--- src/rtl/inst_fetch_pkg.sv ---
// Shared types and constants for the instruction fetch stage.
package inst_fetch_pkg;

  localparam int unsigned INSTR_W   = 32;
  localparam int unsigned ADDR_W    = 32;
  localparam int unsigned OPCODE_W  = 6;
  localparam int unsigned COUNT_W   = 32;
  localparam int unsigned JIDX_W    = 26;

  localparam logic [31:0] RESET_PC_DEFAULT = 32'h0000_0000;

  // Fetch sequencing: BOOT is a one-cycle settle after reset release.
  typedef enum logic [1:0] {
    BOOT  = 2'd0,
    FETCH = 2'd1,
    EXEC  = 2'd2
  } fetch_state_e;

  // Primary opcodes decoded by control.
  localparam logic [OPCODE_W-1:0] OP_RTYPE = 6'h00;
  localparam logic [OPCODE_W-1:0] OP_J     = 6'h02;
  localparam logic [OPCODE_W-1:0] OP_BEQ   = 6'h04;
  localparam logic [OPCODE_W-1:0] OP_ADDI  = 6'h08;
  localparam logic [OPCODE_W-1:0] OP_ANDI  = 6'h0C;
  localparam logic [OPCODE_W-1:0] OP_LW    = 6'h23;
  localparam logic [OPCODE_W-1:0] OP_SW    = 6'h2B;
  localparam logic [OPCODE_W-1:0] OP_SHIFT = 6'h30;

endpackage

--- src/rtl/inst_fetch_next_pc_logic.sv ---
// Next-PC selection: jump target, taken branch, or sequential pc+4.
module next_pc_logic
  import inst_fetch_pkg::*;
#(
  parameter int unsigned PC_W = 32
) (
  input  logic [PC_W-1:0]   pc,
  input  logic [JIDX_W-1:0] target,
  input  logic              branch,
  input  logic              jump,
  input  logic              zero,
  output logic [PC_W-1:0]   next_pc_c
);

  logic [PC_W-1:0] pc_plus4;
  logic [PC_W-1:0] br_off;
  logic [PC_W-1:0] jump_pc;
  logic [PC_W-1:0] branch_pc;

  // Candidate targets; all adds wrap modulo 2^PC_W.
  always_comb begin
    pc_plus4  = pc + PC_W'(4);
    br_off    = {{(PC_W - 18){target[15]}}, target[15:0], 2'b00};
    branch_pc = pc_plus4 + br_off;
    jump_pc   = {pc_plus4[PC_W-1:28], target, 2'b00};
  end

  // Jump outranks branch because control raises branch alongside jump.
  always_comb begin
    next_pc_c = pc_plus4;
    if (jump) begin
      next_pc_c = jump_pc;
    end else if (branch && zero) begin
      next_pc_c = branch_pc;
    end
  end

endmodule

--- src/rtl/inst_fetch.sv ---
// Instruction fetch stage: PC, imem handshake, current instruction and retire count.
module inst_fetch
#(
  parameter int unsigned ADDR_W   = inst_fetch_pkg::ADDR_W,
  parameter int unsigned INSTR_W  = inst_fetch_pkg::INSTR_W,
  parameter logic [ADDR_W-1:0] RESET_PC = ADDR_W'(inst_fetch_pkg::RESET_PC_DEFAULT)
) (
  input  logic               clk,
  input  logic               reset,
  output logic               imem_req,
  output logic [ADDR_W-1:0]  imem_addr,
  input  logic               imem_ready,
  input  logic [INSTR_W-1:0] imem_rdata,
  output logic [INSTR_W-1:0] instr,
  output logic [5:0]         opcode,
  output logic               instr_valid,
  output logic [ADDR_W-1:0]  pc,
  input  logic               retire,
  input  logic               branch,
  input  logic               jump,
  input  logic               zero,
  output logic [31:0]        instr_count
);

  import inst_fetch_pkg::*;

  fetch_state_e    state;
  fetch_state_e    state_nxt;
  logic            load_instr;
  logic            do_retire;
  logic [ADDR_W-1:0] next_pc_c;

  next_pc_logic #(
    .PC_W (ADDR_W)
  ) u_next_pc (
    .pc        (pc),
    .target    (instr[JIDX_W-1:0]),
    .branch    (branch),
    .jump      (jump),
    .zero      (zero),
    .next_pc_c (next_pc_c)
  );

  // State register.
  always_ff @(posedge clk or negedge reset) begin
    if (!reset) begin
      state <= BOOT;
    end else begin
      state <= state_nxt;
    end
  end

  // Next-state and datapath strobes; ready outside FETCH and retire outside EXEC are ignored.
  always_comb begin
    state_nxt  = state;
    load_instr = 1'b0;
    do_retire  = 1'b0;
    case (state)
      BOOT: begin
        state_nxt = FETCH;
      end
      FETCH: begin
        if (imem_ready) begin
          load_instr = 1'b1;
          state_nxt  = EXEC;
        end
      end
      EXEC: begin
        if (retire) begin
          do_retire = 1'b1;
          state_nxt = FETCH;
        end
      end
      default: begin
        state_nxt = BOOT;
      end
    endcase
  end

  // PC, instruction, request and retire counter registers.
  always_ff @(posedge clk or negedge reset) begin
    if (!reset) begin
      pc          <= RESET_PC;
      instr       <= '0;
      instr_valid <= 1'b0;
      imem_req    <= 1'b0;
      instr_count <= '0;
    end else begin
      imem_req <= (state_nxt == FETCH);
      if (load_instr) begin
        instr       <= imem_rdata;
        instr_valid <= 1'b1;
      end
      if (do_retire) begin
        pc          <= next_pc_c;
        instr_valid <= 1'b0;
        instr_count <= instr_count + 32'd1;
      end
    end
  end

  assign imem_addr = pc;
  assign opcode    = instr[INSTR_W-1 -: OPCODE_W];

endmodule
--- config.mk ---
export PLATFORM = sky130hd
export DESIGN_NAME = inst_fetch
export DESIGN_NICKNAME = d
export VERILOG_FILES = /design/src/rtl/inst_fetch_pkg.sv /design/src/rtl/inst_fetch_next_pc_logic.sv /design/src/rtl/inst_fetch.sv
export SDC_FILE = /design/constraint.sdc
export NUM_CORES = 1
export LEC_CHECK = 0
export BUFFER_PORTS_ARGS = -buffer_cell sky130_fd_sc_hd__buf_2
export CORE_AREA = 2 2 115 117
export DETAILED_ROUTE_END_ITERATION = 8
export DIE_AREA = 0 0 117 119
export GPL_ROUTABILITY_DRIVEN = 0
export GPL_TIMING_DRIVEN = 0
export PLACE_DENSITY = 0.9
export SYNTH_ARGS = -nofsm -noshare
export SYNTH_HDL_FRONTEND = slang
export SYNTH_SLANG_ARGS = --single-unit
--- constraint.sdc ---
create_clock -name clk -period 7.64 [get_ports clk]
set_clock_uncertainty 0.2 [all_clocks]
set_input_delay 0.382 -clock clk [delete_from_list [all_inputs] [get_ports clk]]
set_output_delay 0.382 -clock clk [all_outputs]
set_load 0.05 [all_outputs]
-- Yosys cells after proc, flatten, opt, wreduce, memory -nomap -nowiden
Index checks and enable logic that the tools add are counted.
- flip-flop bits (word level): 100
- input bits: 39
- word-level logic and storage cells: 26
- output and inout bits: 136
- add/subtract/negate cells: 3
- multiplexer cells: 11
- eq/ne operators: 3
- reductions and logical operators: 3
- operators by type and width (operator ; count):
    $mux 32 ; 2
    $add 32x1->32 const B ; 1
    $add 32x3->32 const B ; 1
    $add 32x32->32 ; 1
    $mux 1 ; 6
    $pmux 2 s3 ; 1
    $eq 2x1->1 const B ; 2
    $mux 2 ; 2
    $eq 2x2->1 const B ; 1
    $logic_not 2->1 ; 1
    $reduce_bool 2->1 ; 1
    $logic_and 1x1->1 ; 1

-- Depth between registers and ports, before layout
- word-level depth: 4
- mapped depth: 18
- depth with buffers taken out: 17

-- Cells and area by module
A second synthesis with hierarchy kept.
- cells, all modules: 777
- area total of the unflattened synthesis: 7066.8 sq um
- modules (own cells, without submodules) (module ; area an instance (sq um) ; cells an instance ; sequential area each (sq um) ; times used):
    inst_fetch ; 4282.9 ; 380 ; 2502.4 ; 1
    next_pc_logic ; 2783.9 ; 397 ; 0.0 ; 1

-- Worst setup path before layout
No wires, ideal clock.
- path type: reg-to-reg
- start point: register pc[4], in the netlist imem_addr[4]
- end point: register pc[29], in the netlist imem_addr[29]
- slack: 3.346 ns
- stages on the path, launching flop included: 18
- data arrival time: 3.990 ns
- required time: 7.336 ns
- period minus slack after synthesis: 4.294 ns
- library setup time: 0.104 ns
- path buffers: 1
- path through: dfrtp_1 and4_1 and3_1 clkbuf_1 and2_1 nand3_1 xnor2_1 ha_1 nand2_1 a211oi_1 nand3_1 a211oi_2 nor2_1 a31oi_1 nand4_1 a21boi_1 mux2_2 a221oi_1
- cells in the longest elaborated chain, start to end: 4
- ends and longest elaborated chain (element ; line ; text):
    start, declared ; inst_fetch.sv:17 ; output logic [ADDR_W-1:0] pc,
    start signal, assigned ; inst_fetch.sv:95 ; pc <= next_pc_c;
    $add 32x3->32 (*) ; inst_fetch_next_pc_logic.sv:22 ; pc_plus4 = pc + PC_W'(4);
    $add 32x32->32 ; inst_fetch_next_pc_logic.sv:24 ; branch_pc = pc_plus4 + br_off;
    $mux 32 ; inst_fetch_next_pc_logic.sv:33 ; end else if (branch && zero) begin
    $mux 32 (*) ; inst_fetch_next_pc_logic.sv:31 ; if (jump) begin
Every way passes the cells marked *; elsewhere a longest branch is shown, timed or not.
A chain may end at the register's enable or synchronous reset.

-- Worst setup path in the final report
Same ends and word-level chain as after synthesis.

==> results.json <==
{
  "std_cell_rows": 42,
  "synth_top_family_by_area": "simple AND/OR/NAND/NOR gates",
  "synth_edf_count": 0,
  "track_usage": 0.292,
  "setup_viol": 0,
  "worst_setup_path_end_kind": "register",
  "reg2reg_slack_ps": 2700,
  "antenna_found_initial": 0,
  "fin_crit_ps": 4940,
  "grt_max_degree": 70,
  "hold_violations": 0,
  "nNetsFinal": 1015,
  "postSynthAreaPerCell_um2": 9.02,
  "fin_hold_ws_ps": 50.2,
  "synth_adder_area_share": 0.0730,
  "grt_pass1_vias": 6295,
  "worstRegToRegCells": 17,
  "crit_required_ps": 7700,
  "startpoint": "imem_addr[4]$_DFFE_PN0P_",
  "min_from": "imem_rdata[21]",
  "fmax_ghz": 0.203,
  "core-area_um2": 12900,
  "wire_per_inst_um": 18.1,
  "status": "finished, final reports clean",
  "grt_pass1_wl_um": 31700,
  "diodes": 0,
  "drtAntennaViolNets": 0,
  "critPathMaxFanout": 8,
  "synthArstFlopShare": 1.00,
  "maxCapViolCount": 0,
  "timing.final.crit_share": 0.646,
  "syn_inst": 752,
  "cts_buffers": 9,
  "seq_area_frac_synth": 0.361,
  "worstMarginPinSlew_ps": 1020,
  "rsz0062_at_grt": "false",
  "yosysWarnings": 0,
  "synth_compound_area_frac": 0.154,
  "viasPerCell": 5.91,
  "clkTransAtPathRegs_ps": 70,
  "multi_input_area_um2": 3880,
  "clock-sinks": 98,
  "io_buffers": 169,
  "start_util": 0.527,
  "yosys_register_bits": 98,
  "htreeDepth": 3,
  "areaGrowthSynthToFinish_pct": 20.9,
  "top_level_ports": 175,
  "drc": 0,
  "startpoint_type": "register",
  "dieArea_um2": 13900,
  "critPathCapture": "imem_addr[29]$_DFFE_PN0P_",
  "cts.path.max_buffers": 2,
  "syn-cell-area_um2": 6790,
  "final_max_slew_viol_count": 0,
  "synth_mux_area_frac": 0.0564,
  "ys.flop_type": "dfrtp_1",
  "vias": 6605,
  "first_pass_iters": 5,
  "synthSimpleGateAreaFrac": 0.178,
  "dp_hpwl_um": 14700,
  "rr_endpoint": "imem_addr[29]$_DFFE_PN0P_",
  "hp-class": "input port to register",
  "grt_overflow_total": 0,
  "fillers": 1028,
  "cts_root_buf": "clkbuf_16",
  "synth_cell_types": 58,
  "die_w_um": 117,
  "critPathKind": "register to register",
  "cts_tree": "built",
  "drive_above_1_share": 0.286,
  "die_y_um": 119,
  "insertion_delay_ps": 360,
  "worstReg2RegStart": "imem_addr[4]$_DFFE_PN0P_",
  "arrival_ps": 4990,
  "seqCellArea_um2": 2450,
  "ctsResizeCount": 0,
  "drt-total-wl_um": 20200,
  "fin_tns_setup_ps": 0,
  "drt_iter0_markers": 617,
  "slew-limit-headroom": 0.321,
  "synth-xor-area-share": 0.108
}
## cell families (layout without fill, tap and decap cells)
group	Yosys count	after routing
flops	98	98
fa+ha+maj	39	39
compound gates	165	165
xor+xnor	84	84
simple gates	248	248
mux	34	34
other cells	1	4
buf+inv	83	270
## synth_stat cells, types with 12 or more instances
cell type  instances  area share
nor3_1            12      0.0088
a211oi_1          18       0.020
xor2_1            27       0.035
dfrtp_1           98        0.36
nor2_1            52       0.029
inv_1             15      0.0083
o21ai_0           44       0.032
ha_1              38       0.070
nand4_1           15       0.014
xnor2_1           57       0.074
clkbuf_1          24       0.013
nand3_1           40       0.029
buf_4             40       0.044
a21oi_1           45       0.033
mux2_2            34       0.056
nand2_1           81       0.045
## flip-flops by register name (all words and copies together), names as in the netlist
| name | flops |
|---|---|
| instr | 32 |
| instr_count | 32 |
| instr_valid | 1 |
| imem_req | 1 |
| state | 2 |
| imem_addr | 30 |
## area by class of cell
cell class / instances / share of cell area
tap: 176 / 0.0268
buffer: 67 / 0.0491
sequential: 98 / 0.299
timing repair buffer: 171 / 0.108
multi-input combinational: 574 / 0.473
clock buffer: 9 / 0.0275
inverter: 16 / 0.00732
clock inverter: 7 / 0.00900
## how the worst min path moves through the flow
stage / cells past startpoint / slack [ps] / endpoint
after floorplan: 0 / -110 / imem_addr[10]$_DFFE_PN0P_
after global placement: 1 / 250 / instr_count[31]$_DFFE_PN0P_
after detailed placement: 1 / 140 / instr_count[28]$_DFFE_PN0P_
after CTS: 2 / 50 / instr[21]$_DFFE_PN0P_
after global routing: 2 / 50 / instr[21]$_DFFE_PN0P_
final: 2 / 50 / instr[21]$_DFFE_PN0P_
## metal layers
layer	track usage	wire, um	vias up
li1	-	-	3001
met1	0.375	7830	3082
met2	0.455	9440	426
met3	0.0743	1990	96
met4	0.143	978	0
met5	0	0	-
## metrics by stage
step	cells	utilization	cell area (um^2)	setup WS [ps]
floorplan	755	-	6800	3350
global placement	1100	0.611	7860	2990
detailed placement	1101	0.613	7890	2890
CTS	1118	0.637	8200	2840
global route	1118	0.637	8200	2420
finish	1118	0.637	8200	2700
## critical path, cell delays in order (launching register included)
cell	delay, ps
dfrtp_1	520
and4_1	300
and3_1	180
clkbuf_1	280
and2b_1	380
nand2_1	110
xnor2_1	170
ha_1	410
nand2_1	100
a211oi_1	310
nand3_1	180
a211oi_2	340
nor2_1	110
a31oi_1	290
nand4_1	150
a21boi_1	190
mux2_2	340
a221oi_1	240
## timing repair
| item | CTS | global route |
|---|---|---|
| setup buffers | 0 | 0 |
| hold buffers | 1 | 0 |
| endpoints found under the hold margin | 29 | 0 |
## cell usage in the layout, fill, tap and decap left out, types with 4 or more instances in the layout
cell and instances:
o21a_1 5, buf_2 169, a21o_1 10, nor4_1 4, nand4_1 15, nand3_1 40, o211ai_1 7, nand2_1 81
inv_1 15, a21oi_1 45, a211oi_1 18, a31oi_1 4, buf_4 41, dfrtp_1 98, and2_1 8, conb_1 4
mux2_2 34, nor2b_1 4, nor2_1 52, o21ai_0 44, clkbuf_1 24, nand3b_1 4, and3_1 8, clkbuf_16 9
xnor2_1 57, ha_1 38, xor2_1 27, nor3_1 12, o31ai_1 8, nand2b_1 5, and4_1 5
Power is not shown: default switching activity piles up to over one toggle a cycle in this logic, so the estimate is an artifact.
